==> src/rtl/key_cond_defs.sv <==
// Shared definitions for the pushbutton conditioner: per-key FSM state encoding
// and the shortened timing constants used in simulation.
package key_cond_defs;

    typedef enum logic [1:0] {
        RELEASED     = 2'd0,
        PRESS_PEND   = 2'd1,
        PRESSED      = 2'd2,
        RELEASE_PEND = 2'd3
    } key_state_t;

    localparam int unsigned SIM_DEBOUNCE_CYCLES = 4;
    localparam int unsigned SIM_REPEAT_DELAY    = 10;
    localparam int unsigned SIM_REPEAT_RATE     = 3;

endpackage

==> src/rtl/key_debounce_1.sv <==
// Conditioning for a single active-low pushbutton: 2-flop synchronizer,
// debounce FSM, and registered level / press / release / auto-repeat outputs.
module key_debounce_1
    import key_cond_defs::*;
#(
    parameter int unsigned DEBOUNCE_CYCLES = 1_000_000,
    parameter int unsigned REPEAT_DELAY    = 25_000_000,
    parameter int unsigned REPEAT_RATE     = 5_000_000,
    parameter int unsigned CNT_WIDTH       = 32
) (
    input  logic CLOCK_50,
    input  logic reset,
    input  logic key_n,
    output logic key_level,
    output logic key_press,
    output logic key_release,
    output logic key_repeat
);

    localparam logic [CNT_WIDTH-1:0] D_LAST  = CNT_WIDTH'(DEBOUNCE_CYCLES - 1);
    localparam logic [CNT_WIDTH-1:0] RD_LAST = CNT_WIDTH'(REPEAT_DELAY - 1);
    localparam logic [CNT_WIDTH-1:0] RR_LAST =
        (REPEAT_RATE == 0) ? '0 : CNT_WIDTH'(REPEAT_RATE - 1);

    logic                 sync1, sync2, p;
    key_state_t           state_q, state_d;
    logic [CNT_WIDTH-1:0] dcnt_q, dcnt_d, rcnt_q, rcnt_d;
    logic                 armed_q, armed_d;
    logic                 level_d, press_d, release_d, repeat_d;

    always_ff @(posedge CLOCK_50 or posedge reset) begin
        if (reset) begin
            sync1 <= 1'b1;
            sync2 <= 1'b1;
        end else begin
            sync1 <= key_n;
            sync2 <= sync1;
        end
    end

    assign p = ~sync2;

    always_ff @(posedge CLOCK_50 or posedge reset) begin
        if (reset) begin
            state_q     <= RELEASED;
            dcnt_q      <= '0;
            rcnt_q      <= '0;
            armed_q     <= 1'b0;
            key_level   <= 1'b0;
            key_press   <= 1'b0;
            key_release <= 1'b0;
            key_repeat  <= 1'b0;
        end else begin
            state_q     <= state_d;
            dcnt_q      <= dcnt_d;
            rcnt_q      <= rcnt_d;
            armed_q     <= armed_d;
            key_level   <= level_d;
            key_press   <= press_d;
            key_release <= release_d;
            key_repeat  <= repeat_d;
        end
    end

    always_comb begin
        state_d   = state_q;
        dcnt_d    = dcnt_q;
        rcnt_d    = rcnt_q;
        armed_d   = armed_q;
        level_d   = key_level;
        press_d   = 1'b0;
        release_d = 1'b0;
        repeat_d  = 1'b0;
        case (state_q)
            RELEASED: begin
                if (p) begin
                    state_d = PRESS_PEND;
                    dcnt_d  = '0;
                end
            end
            PRESS_PEND: begin
                if (!p) begin
                    state_d = RELEASED;
                end else if (dcnt_q == D_LAST) begin
                    state_d = PRESSED;
                    level_d = 1'b1;
                    press_d = 1'b1;
                    rcnt_d  = '0;
                    armed_d = 1'b0;
                end else begin
                    dcnt_d = dcnt_q + CNT_WIDTH'(1);
                end
            end
            PRESSED: begin
                if (!p) begin
                    state_d = RELEASE_PEND;
                    dcnt_d  = '0;
                end else if (REPEAT_RATE != 0) begin
                    // rcnt restarts at every strobe; armed selects delay vs rate period
                    if (rcnt_q == (armed_q ? RR_LAST : RD_LAST)) begin
                        repeat_d = 1'b1;
                        rcnt_d   = '0;
                        armed_d  = 1'b1;
                    end else begin
                        rcnt_d = rcnt_q + CNT_WIDTH'(1);
                    end
                end
            end
            RELEASE_PEND: begin
                if (p) begin
                    state_d = PRESSED;
                end else if (dcnt_q == D_LAST) begin
                    state_d   = RELEASED;
                    level_d   = 1'b0;
                    release_d = 1'b1;
                    rcnt_d    = '0;
                    armed_d   = 1'b0;
                end else begin
                    dcnt_d = dcnt_q + CNT_WIDTH'(1);
                end
            end
            default: state_d = RELEASED;
        endcase
    end

endmodule

==> src/rtl/key_conditioner.sv <==
// Pushbutton conditioner: one independent debounce/repeat channel per KEY bit,
// all outputs registered for use as strobes and resets downstream.
module key_conditioner #(
    parameter int unsigned NUM_KEYS        = 2,
    parameter int unsigned DEBOUNCE_CYCLES = 1_000_000,
    parameter int unsigned REPEAT_DELAY    = 25_000_000,
    parameter int unsigned REPEAT_RATE     = 5_000_000,
    parameter int unsigned CNT_WIDTH       = 32
) (
    input  logic                CLOCK_50,
    input  logic                reset,
    input  logic [NUM_KEYS-1:0] key_n,
    output logic [NUM_KEYS-1:0] key_level,
    output logic [NUM_KEYS-1:0] key_press,
    output logic [NUM_KEYS-1:0] key_release,
    output logic [NUM_KEYS-1:0] key_repeat
);

    for (genvar i = 0; i < NUM_KEYS; i++) begin : g_key
        key_debounce_1 #(
            .DEBOUNCE_CYCLES(DEBOUNCE_CYCLES),
            .REPEAT_DELAY   (REPEAT_DELAY),
            .REPEAT_RATE    (REPEAT_RATE),
            .CNT_WIDTH      (CNT_WIDTH)
        ) u_key (
            .CLOCK_50   (CLOCK_50),
            .reset      (reset),
            .key_n      (key_n[i]),
            .key_level  (key_level[i]),
            .key_press  (key_press[i]),
            .key_release(key_release[i]),
            .key_repeat (key_repeat[i])
        );
    end

endmodule

==> config.mk <==
export PLATFORM = sky130hd
export DESIGN_NAME = key_conditioner
export DESIGN_NICKNAME = d
export VERILOG_FILES = /design/src/rtl/key_cond_defs.sv /design/src/rtl/key_debounce_1.sv /design/src/rtl/key_conditioner.sv
export SDC_FILE = /design/constraint.sdc
export NUM_CORES = 1
export LEC_CHECK = 0
export CAP_MARGIN = 10
export CORE_ASPECT_RATIO = 0.7
export CORE_MARGIN = 2
export CORE_UTILIZATION = 25
export DETAILED_ROUTE_END_ITERATION = 10
export PLACE_DENSITY_LB_ADDON = 0.25
export SKIP_CTS_REPAIR_TIMING = 1
export SYNTH_ARGS = -nofsm -noshare
export SYNTH_HDL_FRONTEND = slang
export SYNTH_HIERARCHICAL = 1
export SYNTH_SLANG_ARGS = --single-unit
==> constraint.sdc <==
create_clock -name CLOCK_50 -period 2 [get_ports CLOCK_50]
set_input_delay 0.3 -clock CLOCK_50 [delete_from_list [all_inputs] [get_ports CLOCK_50]]
set_output_delay 0.3 -clock CLOCK_50 [all_outputs]
set_load 0.01 [all_outputs]
-- Word level (Yosys, flattened, before mapping)
Cells that the tools add are included.
- $add $sub $neg: 4
- equality and inequality tests: 30
- multiplexer cells: 78
- reduce and logical (&&, ||, !) cells: 16
- operator list (cell ; count):
    $mux W32 ; 20
    $pmux W32 S4 ; 2
    $pmux W32 S3 ; 2
    $add A32 B1 Y32 const B ; 4
    $eq A32 B20 Y1 const B ; 2
    $eq A32 B32 Y1 ; 2
    $mux W25 ; 2
    $mux W1 ; 34
    $mux W2 ; 12
    $reduce_and A4 Y1 ; 6
    $ne A2 B1 Y1 const B ; 10
    $reduce_and A5 Y1 ; 4
    $pmux W2 S4 ; 2
    $ne A2 B2 Y1 const B ; 6
    $eq A2 B2 Y1 const B ; 4
    $ne A3 B1 Y1 const B ; 2
    $ne A3 B3 Y1 const B ; 2
    $pmux W1 S3 ; 2
    $reduce_bool A3 Y1 ; 2
    $eq A2 B1 Y1 const B ; 2
    $logic_not A2 Y1 ; 2
    $pmux W1 S2 ; 2
    $reduce_bool A2 Y1 ; 2
- flip-flop bits (word level): 146
- output and inout bits: 8
- logic and storage cells: 148

-- Depth between registers and ports, before layout
Gate-level depths: netlist of the first run.
- depth after elaboration: 5
- mapped depth: 10

-- Modules after synthesis
Netlist of the first run, hierarchy kept.
- by module, submodules not included (module ; times used ; cells each ; area an instance (µm²)):
    key_debounce_1 at g_key[0].u_key ; 1 ; 453 ; 4108.9
    key_debounce_1 at g_key[1].u_key ; 1 ; 454 ; 4017.6

-- Worst setup path after synthesis of the first run
No wires, ideal clock.
- path type: register to register
- start: register g_key[1].u_key.dcnt_q[0]
- end: register g_key[1].u_key.rcnt_q[25]
- setup time: 69 ps
- arrival time: 2165 ps
- data required time: 1931 ps
- setup slack: -234 ps
- cell stages (with the launch flop): 9
- period minus slack after synthesis: 2234 ps
- path through: dfrtp_1 > ha_1 > nand3_2 > or3_4 > nor3_4 > o211ai_2 > buf_6 > or4_1 > nand3_1
- cells in the longest elaborated chain, start to end: 4
- RTL lines (item ; RTL line ; text):
    start: declaration ; key_debounce_1.sv:27 ; logic [CNT_WIDTH-1:0] dcnt_q, dcnt_d, rcnt_q, rcnt_d;
    start signal: assignment ; key_debounce_1.sv:55 ; dcnt_q <= dcnt_d;
    $eq A32 B20 Y1 * ; key_debounce_1.sv:84, key_debounce_1.sv:112 ;
    $mux W32 * ; n/a ;
    $mux W32 (on tied branches) ; n/a ;
    $pmux W32 S3 * ; n/a ;
    end signal: assignment ; key_debounce_1.sv:56 ; rcnt_q <= rcnt_d;
    end: declaration ; key_debounce_1.sv:27 ;
Every way passes the cells marked *; elsewhere a longest branch is shown, timed or not. The select of a mux whose other input is x is not followed.
A chain may end at the register's enable or synchronous reset.

-- Final worst setup path of the first run
- start: register g_key[1].u_key.dcnt_q[1]
- end: register g_key[1].u_key.rcnt_q[22]
The elaborated chain is that of the path after synthesis.

==> summary.md, run 1 <==
| Metric | Value |
|---|---|
| Largest net degree at the start of global routing | 47 |
| Fillers | roughly 3200 |
| DPL Wire Length | 17200 um |
| WP data required | 2.34 ns |
| Syn Std Cell Area | 8130 um^2 |
| Crit share post-route | 112% |
| Slew headroom | around 28% |
| Crit Reg-Reg Startpoint | g_key[1].u_key/dcnt_q[1] |
| Slew Limit Fails | 0 |
| Setup ws final | -0.237 ns |
| First-pass GRT wire length | 38300 um |
| Crit path launch | g_key[1].u_key/dcnt_q[1] |
| Worst-Skew Late Latency | around 0.44 ns |
| Combined buffer and inverter count along the critical path | 1 |
| Worst setup SP type | register |
| Top delay family on crit path | simple AND/OR/NAND/NOR gates |
| CTS H-tree lvls | 4 |
| Critical Path End | g_key[1].u_key/rcnt_q[22] |
| Worst-path cell chain | ha_4 > nand3_4 > or3_4 > nor3_4 > o211ai_4 > buf_8 > or2_1 > o31ai_1 |
| WP data arrival | between 2 and 3 ns |
| Gpl congestion | 0.781 |
| Slowest CP cell | or3_4 |
| Clock tree sinks | 146 |
| PortBufs | 11 |
| TritonCTS Buffers | 17 |
| Worst Setup End Kind | register |
| Die width | 219 um |
| Routed vias/inst | 4.92 |
| Unique masters post-synth | 71 |
| Via count | 7848 |
| Antenna Cells | 0 |
| R2R cell count | 8 |
| Status | complete, but fails checks |
| Initial antenna violation count | 0 |
| Synth Flop Type | dfrtp_1 |
| Final Hold Fails | 0 |
| Net Sw Frac | between 20% and 30% |
| Crit Path Max Fanout | 8 |
| Fraction of final layout cells sized beyond drive strength 1 | around two fifths |
| Drt wl/cell | 15.7 um |
| Clock power frac | about half |
| Die Area | 34000 um^2 |
| Tot Pwr | between 6 and 7 mW |
| Number of synthesized flops with an enable pin | 0 |
| # DRC | 0 |
| Failing checks | negative setup slack |
| Syn Inst Count | slightly above 900 |
| Row count | 55 |
| CP Depth | 8 |
| Die Height | 155 um |
| Initial Utilization | 25.3% |
| Register area share after synthesis | 45.0% |
| Internal | 5.17 mW |
| Period minus WS final | 2.24 ns |
| Leak | approximately 5.3 nW |
| F_max | between 0.4 and 0.5 GHz |
| Slew @ Worst Pin | between 1 and 1.5 ns |
| Clk slew on worst S/H paths | around 0.060 ns |
| Layout area overhead | 53.8% |
| Longest Clk Path Bufs | 2 |
| Core box area | 32100 um^2 |
| Cell area power density | 538 nW/um^2 |
| Peak supply drop | 0.449 mV |
| Net count, final | 1162 |
| IO Count | 12 |
| R2R Setup Slk | -0.24 ns |
| Total track usage | roughly 14% |
| Syn Area/Cell | ~9 um^2 |
| Post-Place Cells | about 1500 |
| CP max stage delay | about 0.43 ns |
| Synth warn | 6 |
| Net Sw Power | between 1.5 and 2 mW |
| Hold Path Class | input pin to register |
| Final hold slack | 0.262 ns |
| Grt total ovfl | 0 |
| CTS tree | built |
| Final Setup Violations | 110 |
| Root buffer cell | clkbuf_16 |
| Combinational share of power | under 10% |
| Worst Path Class, Setup | register to register |
| Drt pass-1 iters | 5 |
| Fin Clk Skew | 0.0101 ns |
| Number of global-route vias before repair | between 7000 and 8000 |
| Synth async-reset ratio | 100% |
| #FFs+latches synth | 146 |
| Max cap viols | 0 |
| Post-Layout Cell Count | 1594 |
| Reg2Reg Capture Point | g_key[1].u_key/rcnt_q[22] |
| Drt total wl | 25000 um |
| DR iter-0 viols | about 510 |
| Unrepaired setup endpoints after global routing | yes |
| Syn Nets | 915 |
| Sequential Power Share | between 40 and 50% |
| ANT nets after route | 0 |
[routing by layer]
metal / vias to the layer above / part of all wire [%] / GRT usage, %
li1: 3883 / - / -
met1: 3863 / 56 / 23.3
met2: 87 / 40 / 18.2
met3: 15 / 2.9 / 3.15
met4: 0 / 0.95 / 4.25
met5: - / 0 / 0
[cell type report]
type	count	area (um^2)	area share [%]
Multi-Input combinational cell	684	5190	41.5
Sequential cell	146	3660	29.3
Timing Repair Buffer	265	2340	18.8
Tap cell	427	534	4.27
Clock buffer	23	478	3.82
Inverter	40	163	1.30
Clock inverter	9	129	1.03
[through the flow]
stage	cell area, um^2	setup TNS [ns]	worst slack [ns]	utilization, %
2_1_floorplan	8290	-4.30	-0.174	-
5_1_grt	12500	-26.15	-0.344	38.9
6_report	12500	-15.31	-0.237	38.9
4_1_cts	11100	-22.74	-0.351	34.6
3_3_place_gp	10500	-20.09	-0.338	32.7
3_5_place_dp	10500	-20.16	-0.292	32.7
[synth_stat cells, types with 4 or more instances]
cell / n / area (um^2)
o31ai_1: 27 / 203
inv_1: 40 / 150
a22o_1: 6 / 52.6
xnor2_1: 13 / 114
o21a_1: 7 / 52.6
a211o_1: 10 / 87.6
nand3_1: 46 / 230
xor2_1: 12 / 105
ha_1: 4 / 50.1
and2_1: 15 / 93.8
nand2_1: 104 / 390
nand4_1: 34 / 213
or4_1: 8 / 60.1
o2bb2a_1: 12 / 120
dfrtp_1: 142 / 3550
o211ai_1: 5 / 37.5
o211a_1: 4 / 40.0
o21ai_0: 55 / 275
nor4_1: 21 / 131
and3_1: 19 / 119
o21ai_1: 26 / 130
o41ai_2: 4 / 65.1
or3_1: 33 / 206
nor2_1: 60 / 225
nand2b_1: 4 / 25.0
nor3_1: 31 / 155
buf_2: 11 / 55.1
clkbuf_1: 25 / 93.8
o41ai_1: 12 / 105
nor4b_1: 8 / 70.1
a21oi_1: 36 / 180
and4_1: 7 / 61.3
dfstp_2: 4 / 105
[cells by family (layout without fill, tap and decap cells)]
group           count (synthesis)  after routing  synth area share [%]
simple gates                  419            421                  27.7
compound gates                231            231                  19.6
flops                         146            146                  45.0
buf+inv                        79            337                  4.00
xor+xnor                       25             25                  2.69
fa+ha+maj                       4              4                 0.616
mux                             3              3                 0.370
[registers in the layout (all words and copies together) (netlist names), named ones only]
name,count
g_key.u_key/armed_q,2
g_key.u_key/dcnt_q,64
g_key.u_key/key_level,2
g_key.u_key/key_press,2
g_key.u_key/key_release,2
g_key.u_key/key_repeat,2
g_key.u_key/rcnt_q,64
g_key.u_key/state_q,2
g_key.u_key/sync1,2
g_key.u_key/sync2,2
[power by group through the flow]
| stage | clock network (mW) | logic [mW] | registers [mW] |
|---|---|---|---|
| finish | 3.37 | 0.348 | 3.01 |
| CTS | 3.47 | 0.292 | 3.00 |
| global placement | 0 | 0.289 | 3.06 |
| detailed placement | 0 | 0.291 | 3.06 |
| floorplan | 0 | 0.154 | 3.05 |
| global route | 3.59 | 0.385 | 3.01 |
[layout by cell type (no fill, tap or decap), drive strengths merged, types with 10 or more instances in the layout]
| master | Yosys | layout |
|---|---|---|
| nand2 | 104 | 105 |
| a21oi | 36 | 36 |
| o31ai | 27 | 27 |
| xnor2 | 13 | 13 |
| and3 | 19 | 19 |
| xor2 | 12 | 12 |
| clkdlybuf4s50 | 0 | 11 |
| inv | 40 | 38 |
| o2bb2a | 12 | 12 |
| or3 | 35 | 35 |
| nor3 | 33 | 33 |
| and2 | 15 | 16 |
| nor4 | 25 | 25 |
| buf | 14 | 250 |
| a211o | 10 | 10 |
| nand4 | 35 | 35 |
| o21ai | 81 | 81 |
| o41ai | 16 | 16 |
| dfrtp | 142 | 142 |
| nor2 | 61 | 61 |
| nand3 | 48 | 48 |
| clkbuf | 25 | 27 |
[how the worst min path moves through the flow]
| stage | startpoint | to | slack (ns) | cells past startpoint |
|---|---|---|---|---|
| finish | key_n[0] | g_key[0].u_key/sync1 | 0.26 | 1 |
| CTS | key_n[0] | g_key[0].u_key/sync1 | 0.24 | 1 |
| floorplan | key_n[0] | g_key[0].u_key/sync1 | 0.30 | 0 |
| global placement | g_key[0].u_key/sync1 | g_key[0].u_key/sync2 | 0.35 | 0 |
| global route | key_n[1] | g_key[1].u_key/sync1 | 0.25 | 1 |
| detailed placement | g_key[1].u_key/sync1 | g_key[1].u_key/sync2 | 0.35 | 0 |
Power figures use the tool's default switching activity.
==> inputs of run 2 (changes only) <==
--- a/config.mk
+++ b/config.mk
@@ -7,7 +7,6 @@
 export LEC_CHECK = 0
 export CAP_MARGIN = 10
 export CORE_ASPECT_RATIO = 0.7
-export CORE_MARGIN = 2
 export CORE_UTILIZATION = 25
 export DETAILED_ROUTE_END_ITERATION = 10
 export PLACE_DENSITY_LB_ADDON = 0.25
==> run 2 against run 1 <==
The run still ends with negative setup slack left. Via count rose by 3.2%. Setup slack got worse by 0.069 ns. Fmax is 3.0% lower. Flip-flop and latch count is the same. Wire length rose by 6.8%. Total power is essentially flat. First-iteration DRC count is 7.4% lower. Final area increased by 3.4%. Critical path type unchanged. Largest power group unchanged.
==> summary.md, run 2 (synthesis gave the netlist of run 1 again) <==
| Metric | Value |
|---|---|
| Initial Utilization | 25.8% (was 25.3%) |
| Worst Setup End Kind | register (unchanged) |
| Reg2Reg Capture Point | g_key[1].u_key/rcnt_q[27] (was g_key[1].u_key/rcnt_q[22]) |
| R2R Setup Slk | -0.31 ns (was -0.24 ns) |
| Total track usage | 14.5% (was 14.3%) |
| Layout area overhead | 59.0% (was 53.8%) |
| Clock tree sinks | 146 (unchanged) |
| Cell area power density | 521 nW/um^2 (was 538 nW/um^2) |
| Largest net degree at the start of global routing | 33 (was 47) |
| Row count | 54 (was 55) |
| DPL Wire Length | 16900 um (was 17200 um) |
| Number of global-route vias before repair | 7224 (was 7049) |
| Most frequent cells in the layout | buf_4 (202), dfrtp_1 (141), nand2_1 (88), nor2_1 (53), buf_6 (46) (was buf_4 (205), dfrtp_1 (140), nand2_1 (88), nor2_1 (56), nand3_1 (41)) |
| Slew @ Worst Pin | 0.641 ns (was 1.07 ns) |
| DP Area | 10500 um^2 (about the same) |
| Worst setup SP type | register (unchanged) |
| Pre-CTS setup slack | -0.292 ns (about the same) |
| Slew Limit Fails | 0 (unchanged) |
| R2R cell count | 8 (unchanged) |
| Crit path launch | g_key[1].u_key/rcnt_q[26] (was g_key[1].u_key/dcnt_q[1]) |
| Post-Place Cells | 1529 (was 1535) |
| Core box area | 31600 um^2 (was 32100 um^2) |
| Clock power frac | 49.5% (was 50.1%) |
| Drt total wl | 26700 um (was 25000 um) |
| Status | complete, but fails checks (unchanged) |
| Net Sw Power | 1.57 mW (was 1.55 mW) |
| Root buffer cell | clkbuf_16 (unchanged) |
| Clk slew on worst S/H paths | 0.06 ns (about the same) |
| PortBufs | 11 (unchanged) |
| Post-layout util | 41.0% (was 38.9%) |
| Net Sw Frac | 23.3% (was 23.1%) |
| Antenna Cells | 0 (unchanged) |
| TritonCTS Buffers | 17 (unchanged) |
| Leak | 5.57 nW (was 5.33 nW) |
| Crit share post-route | 115% (was 112%) |
| Crit Reg-Reg Startpoint | g_key[1].u_key/rcnt_q[26] (was g_key[1].u_key/dcnt_q[1]) |
| Critical Path End | g_key[1].u_key/rcnt_q[27] (was g_key[1].u_key/rcnt_q[22]) |
| Sequential Power Share | 44.8% (was 44.7%) |
| Die Area | 33200 um^2 (was 34000 um^2) |
| Fin area | 12900 um^2 (was 12500 um^2) |
| Hold Path Class | input pin to register (unchanged) |
| Crit Path Max Fanout | 5 (was 8) |
| Final hold slack | 0.266 ns (was 0.262 ns) |
| Worst Path Class, Setup | register to register (unchanged) |
| Internal | 5.16 mW (was 5.17 mW) |
| Slew headroom | 57.2% (was 28.3%) |
| Fillers | 3071 (was 3168) |
| DR iter-0 viols | 473 (was 511) |
| Gpl congestion | 0.822 (was 0.781) |
| Longest Clk Path Bufs | 2 (unchanged) |
| # DRC | 0 (unchanged) |
| Die Height | 153 um (was 155 um) |
| Setup ws final | -0.305 ns (was -0.237 ns) |
| Period minus WS final | 2.31 ns (was 2.24 ns) |
| Routed vias/inst | 5.05 (was 4.92) |
| WP data required | 2.32 ns (was 2.34 ns) |
| Final Hold Fails | 0 (unchanged) |
| Unrepaired setup endpoints after global routing | yes (unchanged) |
| Via count | 8097 (was 7848) |
| Largest regs | g_key.u_key/dcnt_q: 64 flops, g_key.u_key/rcnt_q: 64 flops (unchanged) |
| Post-Layout Cell Count | 1603 (was 1594) |
| Total Neg Setup Slack | -16.08 ns (was -15.31 ns) |
| CTS tree | built (unchanged) |
| First-pass GRT wire length | 38400 um (was 38300 um) |
| WP data arrival | 2.63 ns (was 2.57 ns) |
| Grt total ovfl | 0 (unchanged) |
| IO Count | 12 (unchanged) |
| Failing checks | negative setup slack (unchanged) |
| Combinational share of power | 5.7% (was 5.2%) |
| Fin Clk Skew | 0.00640 ns (was 0.0101 ns) |
| Drt pass-1 iters | 5 (unchanged) |
| Final Setup Violations | 110 (unchanged) |
| Max cap viols | 0 (unchanged) |
| F_max | 0.434 GHz (was 0.447 GHz) |
| Drt wl/cell | 16.6 um (was 15.7 um) |
| Die width | 217 um (was 219 um) |
| Fraction of final layout cells sized beyond drive strength 1 | 42.6% (was 40.2%) |
| Worst-Skew Late Latency | 0.44 ns (about the same) |
| Net count, final | 1179 (was 1162) |
| Commonest non-fill, non-tap cell in the layout | buf_4 (unchanged) |
| CTS H-tree lvls | 4 (unchanged) |
| Peak supply drop | 0.369 mV (was 0.449 mV) |
| Tot Pwr | 6.73 mW (about the same) |
| Initial antenna violation count | 0 (unchanged) |
| ANT nets after route | 0 (unchanged) |
[run 2: changes by cell type in the layout (fill, tap and decap cells not counted), moves of 5 or more]
cell / change
buf_6: +15
nand3_1: -5
nor4_2: -8
nor4_4: +5
o21ai_0: -5
o31ai_1: -5
[run 2: power by group through the flow]
stage                     Combinational, mW  Sequential [mW]  Clock (mW)
after floorplan                       0.154             3.05           0
after global placement                0.297             3.06           0
after detailed placement              0.296             3.06           0
after CTS                             0.297             3.00        3.41
after global routing                  0.423             3.02        3.52
final                                 0.384             3.01        3.33
[run 2: worst max-delay path: stages, from the launching register on]
cell	delay, ns
dfrtp_1	0.38
or4b_4	0.57
nor4_4	0.29
o2111ai_4	0.24
buf_6	0.18
buf_6	0.12
and3_4	0.15
o21ai_2	0.15
o31ai_1	0.09
[run 2: area by class of cell]
| class | instances | area (um^2) | area share (%) |
|---|---|---|---|
| inverter | 40 | 165 | 1.28 |
| clock buffer | 27 | 523 | 4.05 |
| clock inverter | 4 | 70.1 | 0.542 |
| tap | 420 | 526 | 4.07 |
| multi-input combinational | 689 | 5480 | 42.4 |
| sequential | 146 | 3660 | 28.3 |
| timing repair buffer | 277 | 2500 | 19.4 |
[run 2: worst min-delay path by stage]
stage	to	cells after the start	start
after floorplan	g_key[0].u_key/sync1	0	key_n[0]
after global placement	g_key[1].u_key/sync2	0	g_key[1].u_key/sync1
after detailed placement	g_key[1].u_key/sync2	0	g_key[1].u_key/sync1
after CTS	g_key[0].u_key/sync1	1	key_n[0]
after global routing	g_key[1].u_key/sync1	1	key_n[1]
final	g_key[0].u_key/sync1	1	key_n[0]
[run 2: layer usage]
layer	vias to the layer above	part of all wire, %	track usage (%)	routed length [um]
met2	129	42	19.0	11300
met4	0	0.80	3.59	212
li1	3930	-	-	-
met3	18	3.3	3.22	871
met1	4020	54	23.2	14300
met5	-	0	0	0
==> inputs of run 3 (changes only) <==
--- a/config.mk
+++ b/config.mk
@@ -7,7 +7,7 @@
 export LEC_CHECK = 0
 export CAP_MARGIN = 10
 export CORE_ASPECT_RATIO = 0.7
-export CORE_UTILIZATION = 25
+export CORE_UTILIZATION = 50
 export DETAILED_ROUTE_END_ITERATION = 10
 export PLACE_DENSITY_LB_ADDON = 0.25
 export SKIP_CTS_REPAIR_TIMING = 1
==> run 3 against run 2 <==
Utilization is 36 points higher. Critical path type unchanged. Combinational power fell by 6.8%. Fmax is 1.1% lower. The run still ends with negative setup slack left. Sequential share of layout area rose by 2.1 points. Flip-flop and latch count did not move. Register-to-register slack got worse by 0.03 ns. Final cell count down 15%.
==> summary.md, run 3 (synthesis gave the netlist of run 1 again) <==
| Metric | Value |
|---|---|
| Setup ws final | -0.332 ns (was -0.305 ns) |
| Fraction of final layout cells sized beyond drive strength 1 | 38.4% (was 42.6%) |
| Initial Utilization | 51.8% (was 25.8%) |
| TritonCTS Buffers | 17 (unchanged) |
| Largest net degree at the start of global routing | 74 (was 33) |
| F_max | 0.429 GHz (was 0.434 GHz) |
| Most common cell on crit path | buf_4 (was buf_6) |
| # DRC | 0 (unchanged) |
| Total track usage | 27.3% (was 14.5%) |
| Fin area | 12000 um^2 (was 12900 um^2) |
| Crit share post-route | 117% (was 115%) |
| Slew headroom | 41.3% (was 57.2%) |
| WP data required | 2.35 ns (was 2.32 ns) |
| Fin Clk Skew | 0.0142 ns (was 0.00640 ns) |
| DPL Wire Length | 15500 um (was 16900 um) |
| Gpl congestion | 0.865 (was 0.822) |
| Grt total ovfl | 0 (unchanged) |
| DR iter-0 viols | 1038 (was 473) |
| Number of global-route vias before repair | 7367 (was 7224) |
| DP Area | 10100 um^2 (was 10500 um^2) |
| Row count | 38 (was 54) |
| Worst-path cell chain | ha_2 > nand3_2 > buf_4 > nor3_1 > buf_4 > buf_4 > and2_1 > nand3_1 > nor4b_1 > a311o_1 (was or4b_4 > nor4_4 > o2111ai_4 > buf_6 > buf_6 > and3_4 > o21ai_2 > o31ai_1) |
| Final hold slack | 0.282 ns (was 0.266 ns) |
| Period minus WS final | 2.33 ns (was 2.31 ns) |
| Max cap viols | 0 (unchanged) |
| PortBufs | 11 (unchanged) |
| Clk slew on worst S/H paths | 0.06 ns (about the same) |
| Layout area overhead | 47.9% (was 59.0%) |
| Drt total wl | 26600 um (was 26700 um) |
| First-pass GRT wire length | 36500 um (was 38400 um) |
| Largest regs | g_key.u_key/dcnt_q: 64 flops, g_key.u_key/rcnt_q: 64 flops (unchanged) |
| Net count, final | 1161 (was 1179) |
| Root buffer cell | clkbuf_16 (unchanged) |
| Post-Layout Cell Count | 1366 (was 1603) |
| Met2 GRT Util | 38.9% (was 19.0%) |
| Pre-CTS setup slack | -0.288 ns (was -0.292 ns) |
| Failing checks | negative setup slack (unchanged) |
| CTS H-tree lvls | 4 (unchanged) |
| Drt pass-1 iters | 7 (was 5) |
| Slowest CP cell | nor4b_1 (was or4b_4) |
| Longest Clk Path Bufs | 2 (unchanged) |
| Top Usage Layer GRT | met1 (unchanged) |
| Hold Path Class | input pin to register (unchanged) |
| Most frequent cells in the layout | buf_4 (206), dfrtp_1 (142), nand2_1 (91), nor2_1 (56), nand3_1 (41) (was buf_4 (202), dfrtp_1 (141), nand2_1 (88), nor2_1 (53), buf_6 (46)) |
| Die width | 154 um (was 217 um) |
| Via count | 8593 (was 8097) |
| Cell area power density | 548 nW/um^2 (was 521 nW/um^2) |
| Commonest non-fill, non-tap cell in the layout | buf_4 (unchanged) |
| Slew Limit Fails | 0 (unchanged) |
| Worst-Skew Late Latency | 0.43 ns (was 0.44 ns) |
| Worst Setup End Kind | register (unchanged) |
| Slew @ Worst Pin | 0.877 ns (was 0.641 ns) |
| Worst Path Class, Setup | register to register (unchanged) |
| CP max stage delay | 0.41 ns (was 0.57 ns) |
| ANT nets after route | 0 (unchanged) |
| Unrepaired setup endpoints after global routing | yes (unchanged) |
| IO Count | 12 (unchanged) |
| Peak supply drop | 0.532 mV (was 0.369 mV) |
| Initial antenna violation count | 0 (unchanged) |
| Routed vias/inst | 6.29 (was 5.05) |
| GR Layer Usage met3 | 7.00% (was 3.22%) |
| Crit Path Max Fanout | 5 (unchanged) |
| Die Height | 109 um (was 153 um) |
| Die Area | 16800 um^2 (was 33200 um^2) |
| GR Util met1 | 41.3% (was 23.2%) |
| Antenna Cells | 0 (unchanged) |
| WP data arrival | 2.69 ns (was 2.63 ns) |
| Clock tree sinks | 146 (unchanged) |
| Status | complete, but fails checks (unchanged) |
| Leak | 5.29 nW (was 5.57 nW) |
| Post-Place Cells | 1292 (was 1529) |
| Final Hold Fails | 0 (unchanged) |
| CTS tree | built (unchanged) |
| Final Setup Violations | 117 (was 110) |
| Drt wl/cell | 19.5 um (was 16.6 um) |
| Core box area | 15700 um^2 (was 31600 um^2) |
| Worst setup SP type | register (unchanged) |
## run 3: changes by cell type in the layout (fill, tap and decap cells not counted), sizes merged, moves of 2 or more
cell | previous run | this run
nand2 | 106 | 108
clkbuf | 32 | 20
buf | 261 | 246
clkinv | 2 | 7
clkinvlp | 2 | 4
inv | 38 | 41
## run 3: metal layers
metal,up-vias,routed length (um),part of all wire (%)
met3,56,2690,10
met2,481,11800,44
met4,0,485,1.8
met1,4181,11600,44
li1,3875,-,-
met5,-,0,0
## run 3: layout make-up
cell class / count / area, um^2
clock inverter: 14 / 155
multi-input combinational: 689 / 5160
timing repair buffer: 259 / 2190
fill: 977 / 3670
sequential: 146 / 3660
inverter: 40 / 163
tap: 200 / 250
clock buffer: 18 / 439
## run 3: through the flow
stage	util, %	setup TNS [ns]	power (mW)
detailed placement	64.3	-18.86	3.32
global route	76.6	-28.18	6.80
global placement	64.3	-14.38	3.32
floorplan	-	-4.30	3.21
CTS	68.0	-22.46	6.51
finish	76.6	-18.73	6.59
## run 3: worst max-delay path: cells and delay by family (launching register included)
family / cells / cell delay, ns
compound gates: 1 / 0.19
simple gates: 5 / 1.05
flops: 1 / 0.36
buf+inv: 3 / 0.47
fa+ha+maj: 1 / 0.19
## run 3: power breakdown
part / switching [mW] / total [mW] / internal, mW
Clock: 1.34 / 3.23 / 1.89
Combinational: 0.219 / 0.358 / 0.139
Sequential: 0.0230 / 3.00 / 2.98
Total: 1.59 / 6.59 / 5.01
## run 3: worst paths after layout
kind / from / to / slack (ns) / cells after the start
setup / recovery: g_key[0].u_key/dcnt_q[1] / g_key[0].u_key/dcnt_q[22] / -0.33 / 10
hold / removal: key_n[1] / g_key[1].u_key/sync1 / 0.28 / 1
setup reg to reg: g_key[0].u_key/dcnt_q[1] / g_key[0].u_key/dcnt_q[22] / -0.33 / 10
hold reg to reg: g_key[0].u_key/sync1 / g_key[0].u_key/sync2 / 0.36 / 0
max in group asynchronous: reset / g_key[0].u_key/sync1 / 1.21 / 3
min in group asynchronous: reset / g_key[1].u_key/rcnt_q[26] / 0.41 / 3
